**src/rtl/decode_pkg.sv**
```systemverilog
`default_nettype none
// ============================================================================
// Module      : decode_pkg
// Description : Shared types for the RV32 decode stage. This file holds the
//               operation enum, the opcode constants, the immediate-format enum,
//               the decoded-entry struct and the immediate generator.
//               The M-extension enum values are always reserved here. The
//               RV32M_DECODE_EN macro only controls whether decode_comb
//               produces them.
// Revision    : 1.0 - initial release
// ============================================================================
package decode_pkg;

  localparam int OP_ENUM_W = 6;

  typedef enum logic [OP_ENUM_W-1:0] {
    OP_NOP, OP_ILLEGAL,
    OP_LUI, OP_AUIPC, OP_JAL, OP_JALR,
    OP_BEQ, OP_BNE, OP_BLT, OP_BGE, OP_BLTU, OP_BGEU,
    OP_LB, OP_LH, OP_LW, OP_LBU, OP_LHU,
    OP_SB, OP_SH, OP_SW,
    OP_ADDI, OP_SLTI, OP_SLTIU, OP_XORI, OP_ORI, OP_ANDI,
    OP_SLLI, OP_SRLI, OP_SRAI,
    OP_ADD, OP_SUB, OP_SLL, OP_SLT, OP_SLTU,
    OP_XOR, OP_SRL, OP_SRA, OP_OR, OP_AND,
    OP_MUL, OP_MULH, OP_MULHSU, OP_MULHU,
    OP_DIV, OP_DIVU, OP_REM, OP_REMU
  } op_e;

  localparam logic [6:0] OPC_OP      = 7'b0110011;
  localparam logic [6:0] OPC_OPIMM   = 7'b0010011;
  localparam logic [6:0] OPC_LOAD    = 7'b0000011;
  localparam logic [6:0] OPC_STORE   = 7'b0100011;
  localparam logic [6:0] OPC_BRANCH  = 7'b1100011;
  localparam logic [6:0] OPC_JAL     = 7'b1101111;
  localparam logic [6:0] OPC_JALR    = 7'b1100111;
  localparam logic [6:0] OPC_LUI     = 7'b0110111;
  localparam logic [6:0] OPC_AUIPC   = 7'b0010111;
  localparam logic [6:0] OPC_MISCMEM = 7'b0001111;

  typedef enum logic [2:0] {
    IMM_NONE, IMM_I, IMM_S, IMM_B, IMM_U, IMM_J
  } imm_fmt_e;

  typedef struct packed {
    op_e         op;
    logic [4:0]  rd;
    logic [4:0]  rs1;
    logic [4:0]  rs2;
    logic [31:0] imm;      // 32-bit sign-extended; widened to XLEN by the stage
    logic        rd_we;
    logic        illegal;
  } decoded_t;

  localparam decoded_t c_dec_nop = '{op: OP_NOP, rd: 5'd0, rs1: 5'd0, rs2: 5'd0,
                                      imm: 32'd0, rd_we: 1'b0, illegal: 1'b0};

  // Build the 32-bit sign-extended immediate from instruction bits [31:7]
  function automatic logic [31:0] imm_gen(input logic [31:7] ib, input imm_fmt_e fmt);
    logic [31:0] r;
    r = 32'd0;
    case (fmt)
      IMM_I:   r = {{20{ib[31]}}, ib[31:20]};
      IMM_S:   r = {{20{ib[31]}}, ib[31:25], ib[11:7]};
      IMM_B:   r = {{19{ib[31]}}, ib[31], ib[7], ib[30:25], ib[11:8], 1'b0};
      IMM_U:   r = {ib[31:12], 12'd0};
      IMM_J:   r = {{11{ib[31]}}, ib[31], ib[19:12], ib[20], ib[30:21], 1'b0};
      default: r = 32'd0;
    endcase
    return r;
  endfunction

endpackage
`default_nettype wire

```
**src/rtl/decode_comb.sv**
```systemverilog
`default_nettype none
// ============================================================================
// Module      : decode_comb
// Description : Purely combinational RV32I decoder that maps a raw
//               instruction to a decoded_t entry. The decoder flags illegal
//               encodings and gates rd_we.
//               Define RV32M_DECODE_EN to also decode the M-extension ops.
//               When it is undefined, those encodings are reported as illegal.
// Revision    : 1.0 - initial release
// ============================================================================
module decode_comb
  import decode_pkg::*;
(
  input  logic [31:0] i_instr,
  output decoded_t    o_dec
);

  logic [6:0] w_opc;
  logic [2:0] w_f3;
  logic [6:0] w_f7;
  logic [4:0] w_rd;
  op_e        w_op;
  imm_fmt_e   w_fmt;
  logic       w_wr;
  logic       w_ill;

  assign w_opc = i_instr[6:0];
  assign w_f3  = i_instr[14:12];
  assign w_f7  = i_instr[31:25];
  assign w_rd  = i_instr[11:7];

  // Opcode/funct3/funct7 -> operation, immediate format and rd-write intent
  always_comb begin
    w_op  = OP_ILLEGAL;
    w_fmt = IMM_NONE;
    w_wr  = 1'b0;
    case (w_opc)
      OPC_LUI:   begin w_op = OP_LUI;   w_fmt = IMM_U; w_wr = 1'b1; end
      OPC_AUIPC: begin w_op = OP_AUIPC; w_fmt = IMM_U; w_wr = 1'b1; end
      OPC_JAL:   begin w_op = OP_JAL;   w_fmt = IMM_J; w_wr = 1'b1; end
      OPC_JALR: begin
        if (w_f3 == 3'b000) begin w_op = OP_JALR; w_fmt = IMM_I; w_wr = 1'b1; end
      end
      OPC_BRANCH: begin
        w_fmt = IMM_B;
        case (w_f3)
          3'b000:  w_op = OP_BEQ;
          3'b001:  w_op = OP_BNE;
          3'b100:  w_op = OP_BLT;
          3'b101:  w_op = OP_BGE;
          3'b110:  w_op = OP_BLTU;
          3'b111:  w_op = OP_BGEU;
          default: w_op = OP_ILLEGAL;
        endcase
      end
      OPC_LOAD: begin
        w_fmt = IMM_I;
        w_wr  = 1'b1;
        case (w_f3)
          3'b000:  w_op = OP_LB;
          3'b001:  w_op = OP_LH;
          3'b010:  w_op = OP_LW;
          3'b100:  w_op = OP_LBU;
          3'b101:  w_op = OP_LHU;
          default: w_op = OP_ILLEGAL;
        endcase
      end
      OPC_STORE: begin
        w_fmt = IMM_S;
        case (w_f3)
          3'b000:  w_op = OP_SB;
          3'b001:  w_op = OP_SH;
          3'b010:  w_op = OP_SW;
          default: w_op = OP_ILLEGAL;
        endcase
      end
      OPC_OPIMM: begin
        w_fmt = IMM_I;
        w_wr  = 1'b1;
        case (w_f3)
          3'b000: w_op = OP_ADDI;
          3'b010: w_op = OP_SLTI;
          3'b011: w_op = OP_SLTIU;
          3'b100: w_op = OP_XORI;
          3'b110: w_op = OP_ORI;
          3'b111: w_op = OP_ANDI;
          // RV32 shifts: shamt[5] (instr[25]) must be zero, funct7 fully checked
          3'b001: w_op = (w_f7 == 7'b0000000) ? OP_SLLI : OP_ILLEGAL;
          3'b101: begin
            if (w_f7 == 7'b0000000)      w_op = OP_SRLI;
            else if (w_f7 == 7'b0100000) w_op = OP_SRAI;
            else                         w_op = OP_ILLEGAL;
          end
          default: w_op = OP_ILLEGAL;
        endcase
      end
      OPC_OP: begin
        w_wr = 1'b1;
        if (w_f7 == 7'b0000000) begin
          case (w_f3)
            3'b000: w_op = OP_ADD;
            3'b001: w_op = OP_SLL;
            3'b010: w_op = OP_SLT;
            3'b011: w_op = OP_SLTU;
            3'b100: w_op = OP_XOR;
            3'b101: w_op = OP_SRL;
            3'b110: w_op = OP_OR;
            3'b111: w_op = OP_AND;
            default: w_op = OP_ILLEGAL;
          endcase
        end else if (w_f7 == 7'b0100000) begin
          if (w_f3 == 3'b000)      w_op = OP_SUB;
          else if (w_f3 == 3'b101) w_op = OP_SRA;
          else                     w_op = OP_ILLEGAL;
        end
`ifdef RV32M_DECODE_EN
        else if (w_f7 == 7'b0000001) begin
          case (w_f3)
            3'b000: w_op = OP_MUL;
            3'b001: w_op = OP_MULH;
            3'b010: w_op = OP_MULHSU;
            3'b011: w_op = OP_MULHU;
            3'b100: w_op = OP_DIV;
            3'b101: w_op = OP_DIVU;
            3'b110: w_op = OP_REM;
            3'b111: w_op = OP_REMU;
            default: w_op = OP_ILLEGAL;
          endcase
        end
`endif
      end
      OPC_MISCMEM: begin
        // FENCE has no architectural effect in this pipeline
        if (w_f3 == 3'b000) w_op = OP_NOP;
      end
      default: w_op = OP_ILLEGAL;
    endcase
    // Compressed / non-32-bit encodings are not supported
    if (i_instr[1:0] != 2'b11) w_op = OP_ILLEGAL;
  end

  assign w_ill = (w_op == OP_ILLEGAL);

  // Assemble the decoded entry; illegal entries carry no immediate and never write
  always_comb begin
    o_dec         = c_dec_nop;
    o_dec.op      = w_op;
    o_dec.rd      = w_rd;
    o_dec.rs1     = i_instr[19:15];
    o_dec.rs2     = i_instr[24:20];
    o_dec.imm     = w_ill ? 32'd0 : imm_gen(i_instr[31:7], w_fmt);
    o_dec.rd_we   = w_wr && !w_ill && (w_rd != 5'd0);
    o_dec.illegal = w_ill;
  end

endmodule
`default_nettype wire

```
**src/rtl/decode_stage.sv**
```systemverilog
`default_nettype none
// ============================================================================
// Module      : decode_stage
// Description : Registered RV32 decode stage with a valid/ready handshake and
//               a 2-entry skid buffer (main = output register, skid = spare).
//               The in_ready signal is registered and equals !skid_valid.
//               A flush kills all entries.
//               Optional macro RV32M_DECODE_EN (in decode_comb) enables the
//               decoding of M-extension ops.
// Revision    : 1.0 - initial release
// ============================================================================
module decode_stage
  import decode_pkg::*;
#(
  parameter int XLEN = 32,
  parameter int OP_W = 6
) (
  input  logic            clk,
  input  logic            rst_n,
  input  logic            flush,
  input  logic            in_valid,
  output logic            in_ready,
  input  logic [31:0]     in_instr,
  input  logic [XLEN-1:0] in_pc,
  output logic            out_valid,
  input  logic            out_ready,
  output logic [OP_W-1:0] out_op,
  output logic [4:0]      out_rd,
  output logic [4:0]      out_rs1,
  output logic [4:0]      out_rs2,
  output logic [XLEN-1:0] out_imm,
  output logic            out_rd_we,
  output logic            out_illegal,
  output logic [XLEN-1:0] out_pc
);

  decoded_t        w_dec;
  decoded_t        r_main;
  decoded_t        r_skid;
  logic [XLEN-1:0] r_main_pc;
  logic [XLEN-1:0] r_skid_pc;
  logic            r_main_v;
  logic            r_skid_v;
  logic            r_in_ready;
  logic            w_acc;
  logic            w_main_free;
  logic            w_skid_load;
  logic            w_skid_v_nxt;

  decode_comb u_decode_comb (
    .i_instr (in_instr),
    .o_dec   (w_dec)
  );

  assign w_acc       = in_valid && r_in_ready;
  // Main can take a new entry this edge if empty or being consumed
  assign w_main_free = !r_main_v || out_ready;
  // An accept that cannot go to main parks in the skid register
  assign w_skid_load = w_acc && !w_main_free;

  // Next skid occupancy, which also determines next in_ready
  always_comb begin
    w_skid_v_nxt = r_skid_v;
    if (w_skid_load)      w_skid_v_nxt = 1'b1;
    else if (w_main_free) w_skid_v_nxt = 1'b0;
  end

  // Main/skid registers: skid refills main first to keep FIFO order
  always_ff @(posedge clk or negedge rst_n) begin
    if (!rst_n) begin
      r_main     <= c_dec_nop;
      r_skid     <= c_dec_nop;
      r_main_pc  <= '0;
      r_skid_pc  <= '0;
      r_main_v   <= 1'b0;
      r_skid_v   <= 1'b0;
      r_in_ready <= 1'b1;
    end else if (flush) begin
      r_main_v   <= 1'b0;
      r_skid_v   <= 1'b0;
      r_in_ready <= 1'b1;
    end else begin
      if (w_main_free) begin
        if (r_skid_v) begin
          r_main    <= r_skid;
          r_main_pc <= r_skid_pc;
          r_main_v  <= 1'b1;
          r_skid    <= c_dec_nop;
          r_skid_pc <= '0;
        end else if (w_acc) begin
          r_main    <= w_dec;
          r_main_pc <= in_pc;
          r_main_v  <= 1'b1;
        end else begin
          r_main_v  <= 1'b0;
        end
      end
      if (w_skid_load) begin
        r_skid    <= w_dec;
        r_skid_pc <= in_pc;
      end
      r_skid_v   <= w_skid_v_nxt;
      r_in_ready <= !w_skid_v_nxt;
    end
  end

  assign in_ready    = r_in_ready;
  assign out_valid   = r_main_v;
  assign out_op      = OP_W'(r_main.op);
  assign out_rd      = r_main.rd;
  assign out_rs1     = r_main.rs1;
  assign out_rs2     = r_main.rs2;
  assign out_rd_we   = r_main.rd_we;
  assign out_illegal = r_main.illegal;
  assign out_pc      = r_main_pc;

  generate
    if (XLEN > 32) begin : g_imm_wide
      assign out_imm = {{(XLEN-32){r_main.imm[31]}}, r_main.imm};
    end else begin : g_imm_narrow
      assign out_imm = r_main.imm;
    end
  endgenerate

endmodule
`default_nettype wire

```
**config.mk**
```make
export PLATFORM = sky130hd
export DESIGN_NAME = decode_stage
export DESIGN_NICKNAME = d
export VERILOG_FILES = /design/src/rtl/decode_pkg.sv /design/src/rtl/decode_comb.sv /design/src/rtl/decode_stage.sv
export SDC_FILE = /design/constraint.sdc
export NUM_CORES = 1
export LEC_CHECK = 0
export ABC_AREA = 1
export BUFFER_PORTS_ARGS = -buffer_cell sky130_fd_sc_hd__buf_2
export CAP_MARGIN = 20
export CORE_ASPECT_RATIO = 1.2
export CORE_UTILIZATION = 45
export CTS_CLUSTER_DIAMETER = 40
export DETAILED_ROUTE_END_ITERATION = 10
export PLACE_DENSITY = 0.65
export SYNTH_ARGS = -nofsm -noshare
export SYNTH_HDL_FRONTEND = slang
export SYNTH_SLANG_ARGS = --single-unit
```
**constraint.sdc**
```tcl
create_clock -name clk -period 2.4 [get_ports clk]
set_input_delay 0.72 -clock clk [delete_from_list [all_inputs] [get_ports clk]]
set_output_delay 0.72 -clock clk [all_outputs]
set_load 0.02 [all_outputs]
```
==> results by group, run 1 <==
Run status
  • Outcome: finished, final reports clean

Global routing
  • Vias in the first global route: 7896
  • Global route overflow: 0
  • Initial antenna violation count: 0
  • Largest net degree at the start of global routing: 80
  • First-pass GRT wire length: 40700 um
  • Total GRT Usage: 26.4%

Floorplan
  • I/O Pins: 158
  • Initial cell density of the core: 45.8%
  • # rows: 55
  • CORE AREA: 0.0189 mm^2
  • Die ar.: 0.0198 mm^2
  • Chip Height: 154 um
  • Chip width: 128 um

Cells and area
  • Area growth, synth to finish: 31.9%
  • Non-filler cells, final: 1619
  • Most frequent cells in the layout: 386 x nand2_1, 175 x dfrtp_1, 153 x buf_2
  • N_diodes: 0
  • Final core occ: 60.4%
  • Post-route cell area: 0.0114 mm^2
  • FILL cells: 1778
  • Total Nets Final: 1426
  • Layout cell share with drive strength beyond 1: 27.4%
  • Commonest non-fill, non-tap cell in the layout: nand2_1

Worst setup path
  • Buf/Inv on CP: 5
  • Critical path class: primary input to register
  • Crit path required time: 2.73 ns
  • Setup crit start kind: primary input
  • Levels on crit path: 17
  • Reg-to-Reg Start: r_skid_v
  • Worst Path Max Fanout: 6
  • Crit end category: register
  • Critical Path Most Common Cell: nand2_1
  • FF-to-FF setup slack: 0.59 ns
  • Worst reg2reg endpoint: out_pc[19]
  • Slowest CP cell: clkbuf_16
  • Slowest Stage Delay on Critical Path: 0.25 ns
  • CP cell instances: buf_12 > inv_6 > ha_4 > buf_4 > nand2_2 > nand3_1 > nand2_1 > nand2_1 > inv_1 > nand3_1 > nor2_4 > nand4_4 > clkbuf_16 > nand2_1 > nand2_1 > nand2_1 > nand2_1
  • Delay-heaviest family, CP: simple AND/OR/NAND/NOR gates
  • Cells on worst reg2reg path: 4
  • Arr. time, crit path: 2.66 ns

Clock tree
  • CTS buffer count: 17
  • H-tree lvl count: 4
  • Root Buffer: clkbuf_16
  • Clock buffer depth: 2
  • CTS tree: yes
  • # clock sinks: 177
  • Clk Latency, worst-skew pair: 0.43 ns
  • Clk slew on worst S/H paths: 0.07 ns

Logic synthesis
  • Area contributors post-synth: dfrtp_1 51%, nand2_1 18%, nand3_1 4.2%, nor2_1 4.1%, inv_1 3.8%
  • Compound-Gate Fraction of Synth Area: 12.6%
  • Post-Syn Nets: 1212
  • Seq/Total Area, Yosys: 51.3%
  • Post-Syn Area: 0.00864 mm^2
  • Yosys reg bits: 177
  • Largest area contributor in the netlist: dfrtp_1
  • Top cell type's share of synthesized area: 51.0%
  • XOR/XNOR share of the synthesized area: 0%
  • Simple-gate share of the synthesized area: 27.9%
  • Synth Instances: 1136
  • Largest family of logic cells by synthesized area: simple AND/OR/NAND/NOR gates
  • Syn Area/Cell: 7.60 um^2
  • Post-synth cell types: 32
  • Post-synthesis adder-cell area fraction: 1.01%
  • Mux cell area share after synthesis: 0%
  • Yosys warning count: 0

Placement
  • Area after DPL: 0.0103 mm^2
  • Final GP Congestion: 0.889
  • Post-DP HPWL: 17000 um
  • Port bufs: 157
  • DP Cell Count: 1570

Timing
  • Final hold viol count: 0
  • Setup TNS: 0 ns
  • Final Max Tran Viols: 0
  • Count of final setup violators: 0
  • F_max: 429 MHz
  • Slew @ Worst Pin: 0.652 ns
  • Unrepaired setup endpoints after global routing: yes
  • Max_slew headroom: 56.5%
  • Crit share post-route: 97.0%
  • Final min period: 2.33 ns
  • Clock skew: 0.0103 ns

Route
  • 1st-iter DRT viols: 419
  • Drt total wl: 25200 um
  • 1st-pass router iterations: 5
  • Remaining DRCs: 0
  • WL/cell: 15.6 um
  • Avg Vias per Cell: 5.15
  • Post-route ant nets: 0
  • Vias: 8332

Power
  • Worst IR Drop VDD: 496 uV
  • Power density over the cells: 721 mW/mm^2
  • Pleak: 6.19 nW
  • Pwr Total: 0.00821 W

Run
  • Max Cap Violations: 0

Worst hold path
  • HP Class: primary input to async pin
[worst max-delay path by stage]
| stage | startpoint | endpoint | slack [ns] |
|---|---|---|---|
| after floorplan | in_instr[12] | out_imm[31] | -0.02 |
| after global placement | in_instr[12] | out_imm[22] | -0.60 |
| after detailed placement | in_instr[12] | out_imm[27] | -0.62 |
| after CTS | in_instr[12] | out_imm[21] | 0.03 |
| after global routing | in_instr[13] | out_imm[29] | -0.06 |
| final | in_instr[13] | out_imm[9] | 0.07 |
[cells in the mapped netlist, drive strengths merged]
library cell / instances
dfrtp: 176
nor3b: 1
a32oi: 1
o22ai: 39
inv: 92
clkinv: 4
nor2: 98
o21ai: 45
a221oi: 1
a41oi: 1
a31oi: 47
o211ai: 9
nand3: 73
a21oi: 44
ha: 7
clkbuf: 56
nor3: 5
or2: 1
dfstp: 1
nand4: 1
a21boi: 1
nand2: 423
buf: 10
[flip-flops by register name (all words and copies together) (netlist names)]
signal       flops
in_ready         1
out_illegal      1
out_imm         32
out_op           6
out_pc          32
out_rd           5
out_rd_we        1
out_rs1          5
out_rs2          5
out_valid        1
r_skid          55
r_skid_pc       32
r_skid_v         1
[layout make-up]
class                           instances  area, um^2  share of cell area, %
Clock buffer                           19         453                   3.98
Clock inverter                         13         170                   1.49
Inverter                               96         378                   3.32
Multi-Input combinational cell        798        3890                   34.1
Sequential cell                       177        4430                   38.9
Tap cell                              256         320                   2.81
Timing Repair Buffer                  260        1750                   15.3
[report_power, final]
group / internal, W / switching (W) / leakage, nW
Sequential: 0.00347 / 0.000226 / 2.25
Combinational: 0.000602 / 0.000963 / 3.64
Clock: 0.00171 / 0.00124 / 0.303
Total: 0.00578 / 0.00242 / 6.19
[cells by family after synthesis]
kind of cell    count (synthesis)
simple gates                  602
compound gates                188
flops                         177
buf+inv                       162
fa+ha+maj                       7
[per-layer routing]
| metal | GRT usage (%) | wire [um] | vias to the layer above |
|---|---|---|---|
| met1 | 35.6 | 11200 | 3924 |
| met3 | 4.49 | 1200 | 42 |
| met5 | 0 | 0 | - |
| met2 | 42.5 | 12100 | 276 |
| li1 | - | - | 4090 |
| met4 | 10.3 | 759 | 0 |
[metrics by stage]
step | setup slack [ns] | hold WS (ns)
2_1_floorplan | -0.0173 | 0.424
3_3_place_gp | -0.599 | 0.460
3_5_place_dp | -0.618 | 0.463
4_1_cts | 0.0292 | 0.257
5_1_grt | -0.0576 | 0.274
6_report | 0.0714 | 0.247
[timing repair]
action,in CTS,in global routing
pin swaps,6,31
endpoints found under the hold margin,0,0
gates cloned,0,2
gates resized for setup,18,81
buffers inserted,10,5
endpoints found under the setup margin,65,66
hold buffers,0,0
No activity file was read; power rests on OpenSTA's default activity.
==> run 2: changes to the inputs <==
--- a/config.mk
+++ b/config.mk
@@ -9,10 +9,10 @@
 export BUFFER_PORTS_ARGS = -buffer_cell sky130_fd_sc_hd__buf_2
 export CAP_MARGIN = 20
 export CORE_ASPECT_RATIO = 1.2
-export CORE_UTILIZATION = 45
+export CORE_UTILIZATION = 56
 export CTS_CLUSTER_DIAMETER = 40
 export DETAILED_ROUTE_END_ITERATION = 10
-export PLACE_DENSITY = 0.65
+export PLACE_DENSITY = 0.78
 export SYNTH_ARGS = -nofsm -noshare
 export SYNTH_HDL_FRONTEND = slang
 export SYNTH_SLANG_ARGS = --single-unit
==> results by group, run 2 (same netlist as run 1, synthesis figures left out) <==
Worst setup path
  • Cells on worst reg2reg path: 5 (was 4)
  • Setup crit start kind: primary input (unchanged)
  • Worst Path Max Fanout: 6 (unchanged)
  • Arr. time, crit path: 2.64 ns (was 2.66 ns)
  • Crit path required time: 2.72 ns (was 2.73 ns)
  • Critical path class: primary input to register (unchanged)
  • Crit end category: register (unchanged)

Global routing
  • Global route overflow: 0 (unchanged)
  • Vias in the first global route: 7790 (was 7896)
  • Initial antenna violation count: 2 (was 0)
  • Met1 usage: 42.7% (was 35.6%)
  • Total GRT Usage: 30.6% (was 26.4%)
  • Met3 Resource Use GR: 5.09% (was 4.49%)
  • Gr busiest metal: met2 (unchanged)
  • Largest net degree at the start of global routing: 93 (was 80)
  • First-pass GRT wire length: 38400 um (was 40700 um)
  • GR Layer Usage met2: 48.3% (was 42.5%)

Placement
  • Port bufs: 157 (unchanged)
  • Area after DPL: 0.0101 mm^2 (was 0.0103 mm^2)
  • Place WS: -0.483 ns (was -0.618 ns)
  • Final GP Congestion: 0.889 (about the same)
  • Post-DP HPWL: 15700 um (was 17000 um)

Cells and area
  • Commonest non-fill, non-tap cell in the layout: nand2_1 (unchanged)
  • Most flops, register: r_skid (unchanged)
  • Post-route cell area: 0.0109 mm^2 (was 0.0114 mm^2)
  • Total Nets Final: 1401 (was 1426)
  • Max FFs per register: 55 (unchanged)
  • Area growth, synth to finish: 26.5% (was 31.9%)
  • FILL cells: 1171 (was 1778)
  • Most frequent cells in the layout: 414 x nand2_1, 175 x dfrtp_1, 154 x buf_2 (was 386 x nand2_1, 175 x dfrtp_1, 153 x buf_2)
  • Layout cell share with drive strength beyond 1: 23.8% (was 27.4%)

Run
  • Max Cap Violations: 0 (unchanged)

Floorplan
  • CORE AREA: 0.0150 mm^2 (was 0.0189 mm^2)
  • Initial cell density of the core: 57.5% (was 45.8%)
  • Chip Height: 138 um (was 154 um)
  • Chip width: 115 um (was 128 um)
  • Die ar.: 0.0159 mm^2 (was 0.0198 mm^2)
  • I/O Pins: 158 (unchanged)
  • # rows: 49 (was 55)

Timing
  • Clock skew: 0.00747 ns (was 0.0103 ns)
  • Max_slew headroom: 60.4% (was 56.5%)
  • Crit share post-route: 96.4% (was 97.0%)
  • Setup TNS: 0 ns (unchanged)
  • Final hold viol count: 0 (unchanged)
  • Hold slack: 0.197 ns (was 0.247 ns)
  • Setup WS post-layout: 0.0853 ns (was 0.0714 ns)
  • F_max: 432 MHz (was 429 MHz)
  • Final min period: 2.31 ns (was 2.33 ns)
  • Slew @ Worst Pin: 0.593 ns (was 0.652 ns)
  • Final Max Tran Viols: 0 (unchanged)
  • Count of final setup violators: 0 (unchanged)

Power
  • Pleak: 5.91 nW (was 6.19 nW)
  • Worst IR Drop VDD: 530 uV (was 496 uV)
  • Power density over the cells: 737 mW/mm^2 (was 721 mW/mm^2)

Clock tree
  • # clock sinks: 177 (unchanged)
  • Clk slew on worst S/H paths: 0.07 ns (about the same)
  • Clock buffer depth: 2 (unchanged)
  • # hold bufs at CTS: 0 (unchanged)
  • H-tree lvl count: 4 (unchanged)
  • CTS buffer count: 17 (unchanged)
  • Clk Latency, worst-skew pair: 0.43 ns (about the same)
  • Root Buffer: clkbuf_16 (unchanged)
  • CTS tree: yes (unchanged)

Route
  • Post-route ant nets: 0 (unchanged)
  • WL/cell: 15.5 um (was 15.6 um)
  • Avg Vias per Cell: 5.46 (was 5.15)
  • Vias: 8437 (was 8332)
  • 1st-pass router iterations: 7 (was 5)
  • Drt total wl: 24000 um (was 25200 um)
  • Remaining DRCs: 0 (unchanged)
  • 1st-iter DRT viols: 760 (was 419)

Run status
  • Outcome: finished, final reports clean (unchanged)

Worst hold path
  • HP Class: primary input to async pin (unchanged)
## run 2: changes by cell type in the layout (fill, tap and decap cells not counted), moves of 3 or more
| cell | delta |
|---|---|
| buf_4 | -19 |
| buf_6 | -3 |
| nand2_4 | -8 |
| nand2_1 | +28 |
| inv_2 | +3 |
| nand2_2 | -20 |
| inv_6 | -3 |
| buf_12 | -3 |
## run 2: layer usage
layer  wire length [um]  part of all wire [%]
met1              10100                    42
met2              11700                    49
met3               1520                   6.3
met4                629                   2.6
met5                  0                     0
## run 2: worst max-delay path, stage by stage
cell	delay, ns
buf_4	0.12
inv_2	0.07
ha_4	0.18
buf_4	0.14
nand2_2	0.08
inv_2	0.05
nand2_2	0.10
nand2_1	0.07
nand2_2	0.08
nand3_2	0.09
nor3_4	0.20
nand4_4	0.23
clkbuf_16	0.24
nand2_1	0.08
nand2_1	0.05
nand2_1	0.07
nand2_1	0.06
## run 2: repair_timing
item	CTS	global route
endpoints found under the setup margin	12	69
gates resized for setup	2	40
cloned	0	3
pin swaps	0	8
setup buffers	0	2
## run 2: power breakdown
group / leakage, nW / internal, W / switching, W
Clock: 0.284 / 0.00157 / 0.00126
Sequential: 2.25 / 0.00347 / 0.000232
Combinational: 3.38 / 0.000573 / 0.000946
## run 2: final timing paths
kind	from	endpoint	slack [ns]
max in group asynchronous	rst_n	in_ready	1.46
setup reg to reg	r_skid_v	r_skid[43]	0.68
hold reg to reg	out_imm[11]	out_imm[11]	0.47
min in group clk	out_imm[11]	out_imm[11]	0.47
hold / removal	rst_n	r_skid[30]	0.20
setup / recovery	in_instr[13]	out_imm[19]	0.09
## run 2: stage by stage
| step | total power, W | utilization [%] | cells |
|---|---|---|---|
| 6_report | 0.00805 | 72.8 | 1544 |
| 5_1_grt | 0.00841 | 72.8 | 1544 |
| 4_1_cts | 0.00803 | 71.2 | 1537 |
| 3_5_place_dp | 0.00523 | 67.2 | 1505 |
| 3_3_place_gp | 0.00517 | 67.2 | 1505 |
| 2_1_floorplan | 0.00462 | - | 1136 |
## run 2: cell type report
type                            instances  area (um^2)  area share [%]
Clock inverter                         14          174            1.59
Inverter                               96          365            3.34
Sequential cell                       177         4430            40.6
Timing Repair Buffer                  236         1530            14.0
Multi-Input combinational cell        797         3730            34.2
Tap cell                              204          255            2.34
Antenna cell                            2         5.00          0.0458
Clock buffer                           18          429            3.93
